### src/rtl/mips_pkg.sv
// Shared types and constants for the syscall string reader.
// Holds FSM states, character constants and data-segment bounds.
package mips_pkg;

  typedef enum logic [1:0] {
    S_IDLE,
    S_COLLECT,
    S_FLUSH,
    S_DONE
  } state_e;

  localparam logic [7:0] NEWLINE = 8'd10;
  localparam logic [7:0] NUL     = 8'd0;

  localparam logic [31:0] DATA_BEGIN_DEF = 32'h0040_0000;
  localparam logic [31:0] DATA_END_DEF   = 32'h0041_0f00;

  typedef struct packed {
    logic       tog;
    logic [7:0] ch;
  } tchar_t;

  function automatic logic addr_ok(
    input logic [31:0] addr,
    input logic [31:0] lo,
    input logic [31:0] hi
  );
    return (addr[1:0] == 2'b00) && (addr >= lo) && (addr <= hi);
  endfunction

endpackage

### src/rtl/toggle_char_rx.sv
// Toggle-coded character receiver: a new character is signalled
// by char_i.tog differing from the last reference toggle.
module toggle_char_rx
  import mips_pkg::*;
(
  input  logic       clk,
  input  logic       reset,
  input  logic       capture_i,
  input  logic       enable_i,
  input  tchar_t     char_i,
  output logic       char_valid_o,
  output logic [7:0] char_data_o
);

  logic ref_q;
  logic ref_d;

  assign char_valid_o = enable_i && (char_i.tog != ref_q);
  assign char_data_o  = char_i.ch;

  // Start re-arms the reference so a pending stale toggle is skipped.
  always_comb begin
    ref_d = ref_q;
    if (capture_i || char_valid_o) ref_d = char_i.tog;
  end

  always_ff @(posedge clk or posedge reset) begin
    if (reset) ref_q <= 1'b0;
    else       ref_q <= ref_d;
  end

endmodule

### src/rtl/syscall_string_reader.sv
// read_string syscall engine: packs toggle-coded chars into words.
// Optional echo output enabled by SYSCALL_READ_ECHO_EN.
module syscall_string_reader
  import mips_pkg::*;
#(
  parameter logic [31:0] DATA_BEGIN = DATA_BEGIN_DEF,
  parameter logic [31:0] DATA_END   = DATA_END_DEF
) (
  input  logic        clk,
  input  logic        reset,
  input  logic        start,
  input  logic [31:0] buf_addr,
  input  logic [31:0] max_len,
  input  logic [8:0]  char_in,
  output logic        mem_write,
  output logic [31:0] a,
  output logic [31:0] write_data,
  output logic        busy,
  output logic        done,
  output logic [31:0] count,
  output logic        err,
  output logic [8:0]  echo_char
);

  state_e      state_q, state_d;
  logic [31:0] base_q, base_d;
  logic [31:0] max_q, max_d;
  logic [31:0] cnt_q, cnt_d;
  logic [31:0] word_q, word_d;
  logic [29:0] widx_q, widx_d;
  logic        wr_q, wr_d;
  logic [31:0] a_q, a_d;
  logic [31:0] wd_q, wd_d;
  logic        done_q, done_d;
  logic        err_q, err_d;
  logic        abort_q, abort_d;
  logic        busy_q, busy_d;

  tchar_t      ch_in;
  logic        rx_valid;
  logic [7:0]  rx_data;
  logic        capture;
  logic [1:0]  lane;
  logic [31:0] waddr;
  logic [31:0] filled;
  logic [31:0] cnt_inc;

  assign ch_in = char_in;

  toggle_char_rx u_rx (
    .clk          (clk),
    .reset        (reset),
    .capture_i    (capture),
    .enable_i     (state_q == S_COLLECT),
    .char_i       (ch_in),
    .char_valid_o (rx_valid),
    .char_data_o  (rx_data)
  );

  assign lane    = cnt_q[1:0];
  assign waddr   = base_q + {widx_q, 2'b00};
  assign filled  = word_q | ({24'h0, rx_data} << {lane, 3'b000});
  assign cnt_inc = cnt_q + 32'd1;

  always_comb begin
    state_d = state_q;
    base_d  = base_q;
    max_d   = max_q;
    cnt_d   = cnt_q;
    word_d  = word_q;
    widx_d  = widx_q;
    wr_d    = 1'b0;
    a_d     = a_q;
    wd_d    = wd_q;
    done_d  = 1'b0;
    err_d   = err_q;
    abort_d = abort_q;
    busy_d  = busy_q;
    capture = 1'b0;

    unique case (state_q)
      S_IDLE: begin
        if (start) begin
          capture = 1'b1;
          busy_d  = 1'b1;
          err_d   = 1'b0;
          abort_d = 1'b0;
          cnt_d   = '0;
          word_d  = {4{NUL}};
          widx_d  = '0;
          base_d  = buf_addr;
          max_d   = max_len;
          if (!addr_ok(buf_addr, DATA_BEGIN, DATA_END)) begin
            abort_d = 1'b1;
            state_d = S_DONE;
          end else if (max_len == 32'd0) begin
            state_d = S_DONE;
          end else if (max_len == 32'd1) begin
            state_d = S_FLUSH;
          end else begin
            state_d = S_COLLECT;
          end
        end
      end

      S_COLLECT: begin
        if (rx_valid) begin
          cnt_d = cnt_inc;
          if (lane == 2'd3) begin
            // Full word: issue it and restart packing at lane 0.
            if (waddr > DATA_END) begin
              abort_d = 1'b1;
              state_d = S_DONE;
            end else begin
              wr_d   = 1'b1;
              a_d    = waddr;
              wd_d   = filled;
              word_d = {4{NUL}};
              widx_d = widx_q + 30'd1;
            end
          end else begin
            word_d = filled;
          end
          if (state_d != S_DONE &&
              (rx_data == NEWLINE || cnt_inc == max_q - 32'd1))
            state_d = S_FLUSH;
        end
      end

      S_FLUSH: begin
        // Unused lanes are already NUL, so word_q is the final word.
        state_d = S_DONE;
        if (waddr > DATA_END) begin
          abort_d = 1'b1;
        end else begin
          wr_d = 1'b1;
          a_d  = waddr;
          wd_d = word_q;
        end
      end

      S_DONE: begin
        state_d = S_IDLE;
        done_d  = 1'b1;
        busy_d  = 1'b0;
        err_d   = abort_q;
      end

      default: state_d = S_IDLE;
    endcase
  end

  always_ff @(posedge clk or posedge reset) begin
    if (reset) begin
      state_q <= S_IDLE;
      base_q  <= '0;
      max_q   <= '0;
      cnt_q   <= '0;
      word_q  <= '0;
      widx_q  <= '0;
      wr_q    <= 1'b0;
      a_q     <= '0;
      wd_q    <= '0;
      done_q  <= 1'b0;
      err_q   <= 1'b0;
      abort_q <= 1'b0;
      busy_q  <= 1'b0;
    end else begin
      state_q <= state_d;
      base_q  <= base_d;
      max_q   <= max_d;
      cnt_q   <= cnt_d;
      word_q  <= word_d;
      widx_q  <= widx_d;
      wr_q    <= wr_d;
      a_q     <= a_d;
      wd_q    <= wd_d;
      done_q  <= done_d;
      err_q   <= err_d;
      abort_q <= abort_d;
      busy_q  <= busy_d;
    end
  end

  assign mem_write  = wr_q;
  assign a          = a_q;
  assign write_data = wd_q;
  assign busy       = busy_q;
  assign done       = done_q;
  assign count      = cnt_q;
  assign err        = err_q;

`ifdef SYSCALL_READ_ECHO_EN
  logic [8:0] echo_q, echo_d;

  always_comb begin
    echo_d = echo_q;
    if (rx_valid) echo_d = {~echo_q[8], rx_data};
  end

  always_ff @(posedge clk or posedge reset) begin
    if (reset) echo_q <= 9'h0;
    else       echo_q <= echo_d;
  end

  assign echo_char = echo_q;
`else
  assign echo_char = 9'h0;
`endif

endmodule

### config.mk
export PLATFORM = sky130hd
export DESIGN_NAME = syscall_string_reader
export DESIGN_NICKNAME = d
export VERILOG_FILES = /design/src/rtl/mips_pkg.sv /design/src/rtl/toggle_char_rx.sv /design/src/rtl/syscall_string_reader.sv
export SDC_FILE = /design/constraint.sdc
export NUM_CORES = 1
export LEC_CHECK = 0
export ABC_AREA = 0
export BUFFER_PORTS_ARGS = -buffer_cell sky130_fd_sc_hd__buf_4
export CAP_MARGIN = 20
export CELL_PAD_IN_SITES_DETAIL_PLACEMENT = 0
export CELL_PAD_IN_SITES_GLOBAL_PLACEMENT = 1
export CORE_AREA = 2 2 172 174
export DETAILED_ROUTE_END_ITERATION = 8
export DIE_AREA = 0 0 174 176
export PLACE_DENSITY = 0.95
export SYNTH_ARGS = -nofsm -noshare
export SYNTH_HDL_FRONTEND = slang
export SYNTH_HIERARCHICAL = 1
export SYNTH_SLANG_ARGS = --single-unit
export TNS_END_PERCENT = 5
### constraint.sdc
create_clock -name clk -period 11.8 [get_ports clk]
set_clock_uncertainty 0.05 [all_clocks]
set_input_delay 2.36 -clock clk [delete_from_list [all_inputs] [get_ports clk]]
set_output_delay 2.36 -clock clk [all_outputs]
set_load 0.01 [all_outputs]
# After elaboration in Yosys (flattened, before gate mapping)
# Index checks and enable logic that the tools add are counted.
[word_totals] register_bits=230 inputBits=76 out_inout_bits=109 elab_cells=109
[op_classes] addsub=4 n_lt_le_gt_ge=3 n_eq_ne=15 n_shift=1 mux=49 bitwise_logic=1 reduce_logical=22
[op_table] op="two-way mux 32 bit" count=12
[op_table] op="case mux 32 bit (2 select lines)" count=4
[op_table] op="two-way mux 30 bit" count=4
[op_table] op="case mux 30 bit (2 select lines)" count=1
[op_table] op="adder 32 x 1 -> 32 bit, second input constant" count=1
[op_table] op="adder 32 bit" count=1
[op_table] op="== test 32 x 1 -> 1 bit, second input constant" count=1
[op_table] op="== test 32 bit" count=1
[op_table] op=">= comparator 32 x 23 -> 1 bit, second input constant" count=1
[op_table] op="> comparator 32 x 23 -> 1 bit, second input constant" count=1
[op_table] op="<= comparator 32 x 23 -> 1 bit, second input constant" count=1
[op_table] op="logical NOT 32 bit" count=1
[op_table] op="OR 32 bit" count=1
[op_table] op="<< shifter 8 x 5 -> 32 bit" count=1
[op_table] op="subtractor 32 x 1 -> 32 bit, second input constant" count=1
[op_table] op="adder 30 x 1 -> 30 bit, second input constant" count=1
[op_table] op="two-way mux 2 bit" count=10
[op_table] op="two-way mux 1 bit" count=13
[op_table] op="!= test 2 bit, second input constant" count=6
[op_table] op="AND reduction 5 bit" count=2
[op_table] op="== test 8 x 4 -> 1 bit, second input constant" count=1
[op_table] op="case mux 2 bit (4 select lines)" count=1
[op_table] op="AND reduction 4 bit" count=2
[op_table] op="== test 2 bit, second input constant" count=3
[op_table] op="other kinds (12)" count=24

# Logic depth before layout (Yosys ltp)
[logic_depth] ltp_word=11 depth_mapped=17

# Hierarchy
# Netlist, hierarchy kept.
[by_module_without_submodules] module="syscall_string_reader" instances=1 cells_each=1483 area_each_um2=13579.3 seq_area_each_um2=5730.5
[by_module_without_submodules] module="toggle_char_rx" instances=1 cells_each=14 area_each_um2=120.1 seq_area_each_um2=25.0

# Least setup slack after synthesis
# Ideal clock, no wire load.
[synth_timing] path_type="input to register" startpoint="in char_in[8]" endpoint="reg widx_q[4]" setup_time_ps=136 arrival_time_ps=4133 required_ps=11614 path_slack_ps=7481 path_stages=11 path_cell_list="xor2_1 > and2_2 > o21ai_1 > or2_2 > nor2_1 > nand3_1 > buf_2 > buf_2 > clkbuf_1 > o21ai_0 > a21oi_1"
[synth_between] elab_chain_len=4
[synth_rtl] item="from (decl)" line="syscall_string_reader.sv:14" source="input logic [8:0] char_in,"
[synth_rtl] item="!= test 1 bit" line="toggle_char_rx.sv:18" source="assign char_valid_o = enable_i && (char_i.tog != ref_q);"
[synth_rtl] item="logical AND 1 bit" line="toggle_char_rx.sv:18"
[synth_rtl] item="net rx_valid" line="syscall_string_reader.sv:40" source="logic rx_valid;"
[synth_rtl] item="!= test 2 bit (no line)"
[synth_rtl] item="AND reduction 5 bit (no line)"
[synth_rtl] item="to (signal assigned)" line="syscall_string_reader.sv:174" source="widx_q <= widx_d;"
[synth_rtl] item="to (decl)" line="syscall_string_reader.sv:30" source="logic [29:0] widx_q, widx_d;"
# The timed path passes the listed nets, and every way through them passes these cells.
# A chain may end at the register's enable or synchronous reset.

# Final worst setup path
[layout_timing] startpoint="reg widx_q[0]" endpoint="reg a_q[14] (netlist: a[14])"
[layout_between] elab_chain_len=6
[layout_rtl] item="adder 32 bit *" line="syscall_string_reader.sv:61" source="assign waddr = base_q + {widx_q, 2'b00};"
[layout_rtl] item="> comparator 32 x 23 -> 1 bit" line="syscall_string_reader.sv:111, syscall_string_reader.sv:133"
[layout_rtl] item="two-way mux 32 bit *" line="syscall_string_reader.sv:111, syscall_string_reader.sv:133"
[layout_rtl] item="two-way mux 32 bit" line="syscall_string_reader.sv:109" source="if (lane == 2'd3) begin"
[layout_rtl] item="two-way mux 32 bit" line="syscall_string_reader.sv:107" source="if (rx_valid) begin"
[layout_rtl] item="case mux 32 bit (2 select lines) *" line="syscall_string_reader.sv:81" source="unique case (state_q)"
[layout_rtl] item="to (signal assigned)" line="syscall_string_reader.sv:162" source="a_q <= '0;"
[layout_rtl] item="to (signal assigned)" line="syscall_string_reader.sv:176" source="a_q <= a_d;"
[layout_rtl] item="to (decl)" line="syscall_string_reader.sv:32" source="logic [31:0] a_q, a_d;"
# Every way passes the cells marked *; elsewhere a longest branch is shown, timed or not. The select of a mux whose other input is x is not followed.

==> key figures <==
Placed design
  • Placed wire-length estimate: about 27 mm
  • DP Area: ~15000 µm²
  • IO Port Bufs: 175
  • Gpl congestion: 0.892
  • Placed cells: 1972

Yosys
  • Distinct cells, synth: 72
  • Share of the synthesized area in the top cell type: 0.420
  • Post-synthesis sequential area ratio: 0.420
  • Cell taking the most area after synthesis: dfrtp_1
  • Synth Register Bits: 230
  • Mapped Cells: 1497
  • EDFF count, synth: 0
  • Mean Syn Cell Area: 9.15 µm²
  • Synth area leaders: dfrtp_1 (42%), mux2_2 (5.5%), a21oi_1 (4.9%), nand2_1 (4.5%), xnor2_1 (4.2%)
  • Post-synthesis cell area: 13700 µm²
  • Top_reg_cell synth: dfrtp_1
  • Number of warnings issued by yosys: 6
  • Post-synth ARST share: 1.00

Clock tree
  • CTS buffer count: 26
  • TritonCTS clock tree: yes
  • Clock-pin slew on the worst setup and hold paths: 0.06 ns
  • Worst skew pair latency: around 0.55 ns
  • Quantity of gates resized following cts: 0
  • Post-CTS setup buffers: 0
  • Cts hold-fix bufs: 0
  • CTS Root Cell: clkbuf_16
  • H-tree levels: 1
  • Sinks on the clock net: 230
  • Longest Clk Path Bufs: 3

Layout
  • Post-layout util: 0.564
  • Final cell count without fillers: 2022
  • Layout area overhead: 17.6%
  • Post-route design area: 16100 µm²
  • Antenna cell count: 0
  • Layout cell share with drive strength beyond 1: 0.193
  • Final-stage net count: 1733
  • Leading cell type in the layout, fill and taps excluded: dfrtp_1
  • Commonest cells after routing, fill and taps aside: dfrtp_1 (230), buf_4 (184), nand2_1 (163)

Worst setup path
  • Critical path cell sequence: ha_1 > inv_1 > fa_1 > nand2b_1 > a21oi_1 > o21ai_0 > a21oi_1 > xor2_1 > or4_1 > a211o_1 > a2111o_1 > nor2_4 > and3_1 > buf_4 > mux2_1
  • Slowest cell on the critical path: nor2_4
  • Setup Crit Path Kind: flop to flop
  • Crit-path max FO: 36
  • Most frequent CP cell: a21oi_1
  • Flop2flop setup slack: 6.32 ns
  • Worst R2R Path Depth: 15
  • Worst setup SP type: flop
  • Worst Path Required: around 12 ns
  • Critical Path Sink Type: flop
  • Largest stage delay on the critical path: approximately 0.65 ns
  • Critical Path AT: 5.84 ns

Floorplanning
  • Chip height: 176 µm
  • Die Wd: 174 µm
  • Core outline area: 28500 µm²
  • Row Count: 62
  • Die area: 30600 µm²
  • Initial cell density of the core: 0.480
  • # IOs: about 190

Timing
  • Tmin final: 5.48 ns
  • Setup violators final: 0
  • Final Hold Fails: 0
  • Slew headroom: 0.303
  • Worst-Margin Slew: 1.04 ns
  • Max-slew violations: 0
  • Post-route setup TNS: 0 ns
  • Max Clock Freq: 0.182 GHz
  • Fin crit share: 0.465
  • RSZ-0062 raised after global routing: no

Global route
  • Vias in the first global route: 11158
  • Pin count of the biggest net entering global routing: 156
  • Initial antenna violation count: 0
  • Grt total ovfl: 0
  • First-pass GRT wire length: approximately 60 mm
  • Overall Global Routing Usage: 0.240

Routing
  • Post-DRT Antenna Nets: 0
  • Via count: 11884
  • DRT Wirelength: about 37 mm
  • Via density: 5.88
  • DRT iter0 DRCs: ~1000
  • DR WL/cell: 18.5 µm
  • Drc violations: 0
  • Drt pass-1 iters: 6

Power
  • Clock Power Share: 0.268
  • Int Pwr: 0.00192 W
  • Power per cell area: roughly 190 nW/µm²
  • Leak: 6.96 nW
  • Max IR drop VDD: roughly 0.00010 V
  • Part of the power in registers: 0.363
  • Psw: ~0.0012 W
  • Net Sw Frac: 0.375
  • Part of the power in combinational logic: 0.369

Run
  • Max Cap Viol: 0

Worst hold path
  • HP Class: flop to flop
  • Hold depth: 2

Run status
  • Status: finished, final reports clean
==> final timing paths <==
kind	from	to
max	widx_q[0]	a[14]
min	write_data[26]	write_data[26]
max reg2reg	widx_q[0]	a[14]
min reg2reg	write_data[26]	write_data[26]
max in group asynchronous	reset	base_q[22]
min in group asynchronous	reset	u_rx/ref_q
==> power by group through the flow <==
stage	clock, W	sequential [W]	combinational (W)
final	0.000825	0.00111	0.00113
after global routing	0.000871	0.00114	0.00125
after CTS	0.000837	0.00111	0.00111
after detailed placement	0	0.00112	0.00110
after global placement	0	0.00112	0.00108
after floorplan	0	0.00108	0.000840
==> synthesized netlist by cell type, types with 5 or more instances <==
cell,count
clkbuf_1,70
or3_1,20
mux2_2,67
and2_1,16
a211oi_1,9
nor3b_1,6
nor3_1,22
mux2_1,15
o21ai_0,109
xor2_1,35
buf_4,19
o2111ai_1,33
nor2b_1,15
and3_1,22
o31ai_1,28
a21o_1,6
or4_1,22
nand2b_1,7
o211ai_1,12
buf_2,5
dfrtp_1,230
xnor2_1,65
inv_1,62
mux2i_1,10
nor4_1,29
nand2_1,164
o21a_1,9
buf_1,6
ha_1,36
nand3_1,49
a21oi_1,133
nor2_1,69
or2_2,5
nand4_1,23
==> metal layers <==
layer	GRT usage	wire, µm	share of wire
met5	0	0	0
met4	0.0658	869	0.023
met3	0.0379	2310	0.062
met2	0.373	16800	0.45
met1	0.350	17500	0.47
==> logic make-up after synthesis <==
logic type      synth area share
mux                       0.0747
flops                      0.420
simple gates               0.180
other cells             0.000274
compound gates             0.176
buf+inv                   0.0504
xor+xnor                  0.0639
fa+ha+maj                 0.0343
==> per-stage QoR <==
step | power, W | setup slack [ns] | hold WS [ns]
finish | 0.00307 | 6.32 | 0.430
global route | 0.00326 | 6.01 | 0.453
CTS | 0.00306 | 6.38 | 0.437
detailed placement | 0.00223 | 6.15 | 0.424
global placement | 0.00219 | 6.25 | 0.414
floorplan | 0.00192 | 3.11 | 0.432
==> layout make-up <==
class	count	area (µm²)
multi-input combinational	1112	7290
fill	2575	12400
sequential	230	5760
tap	384	480
inverter	62	240
timing repair buffer	188	1470
clock inverter	10	111
clock buffer	36	758
==> critical path: cells and delay by family (launching register included) <==
kind                       cells  cell delay (ns)
DFF                            1             0.42
and+or+nand+nor                4             1.51
muxes                          1             0.38
adders and majority gates      2             0.57
AOI/OAI and AO/OA              5             1.84
buffers and inverters          2             0.42
xor gates and xnor gates       1             0.11
==> registers in the layout, summed over array words and instances (netlist names), 2 cells and up <==
signal      count
count          32
a              32
word_q         32
max_q          32
base_q         32
widx_q         30
state_q         2
write_data     32
Note: power is estimated with default switching activity, not from simulation.
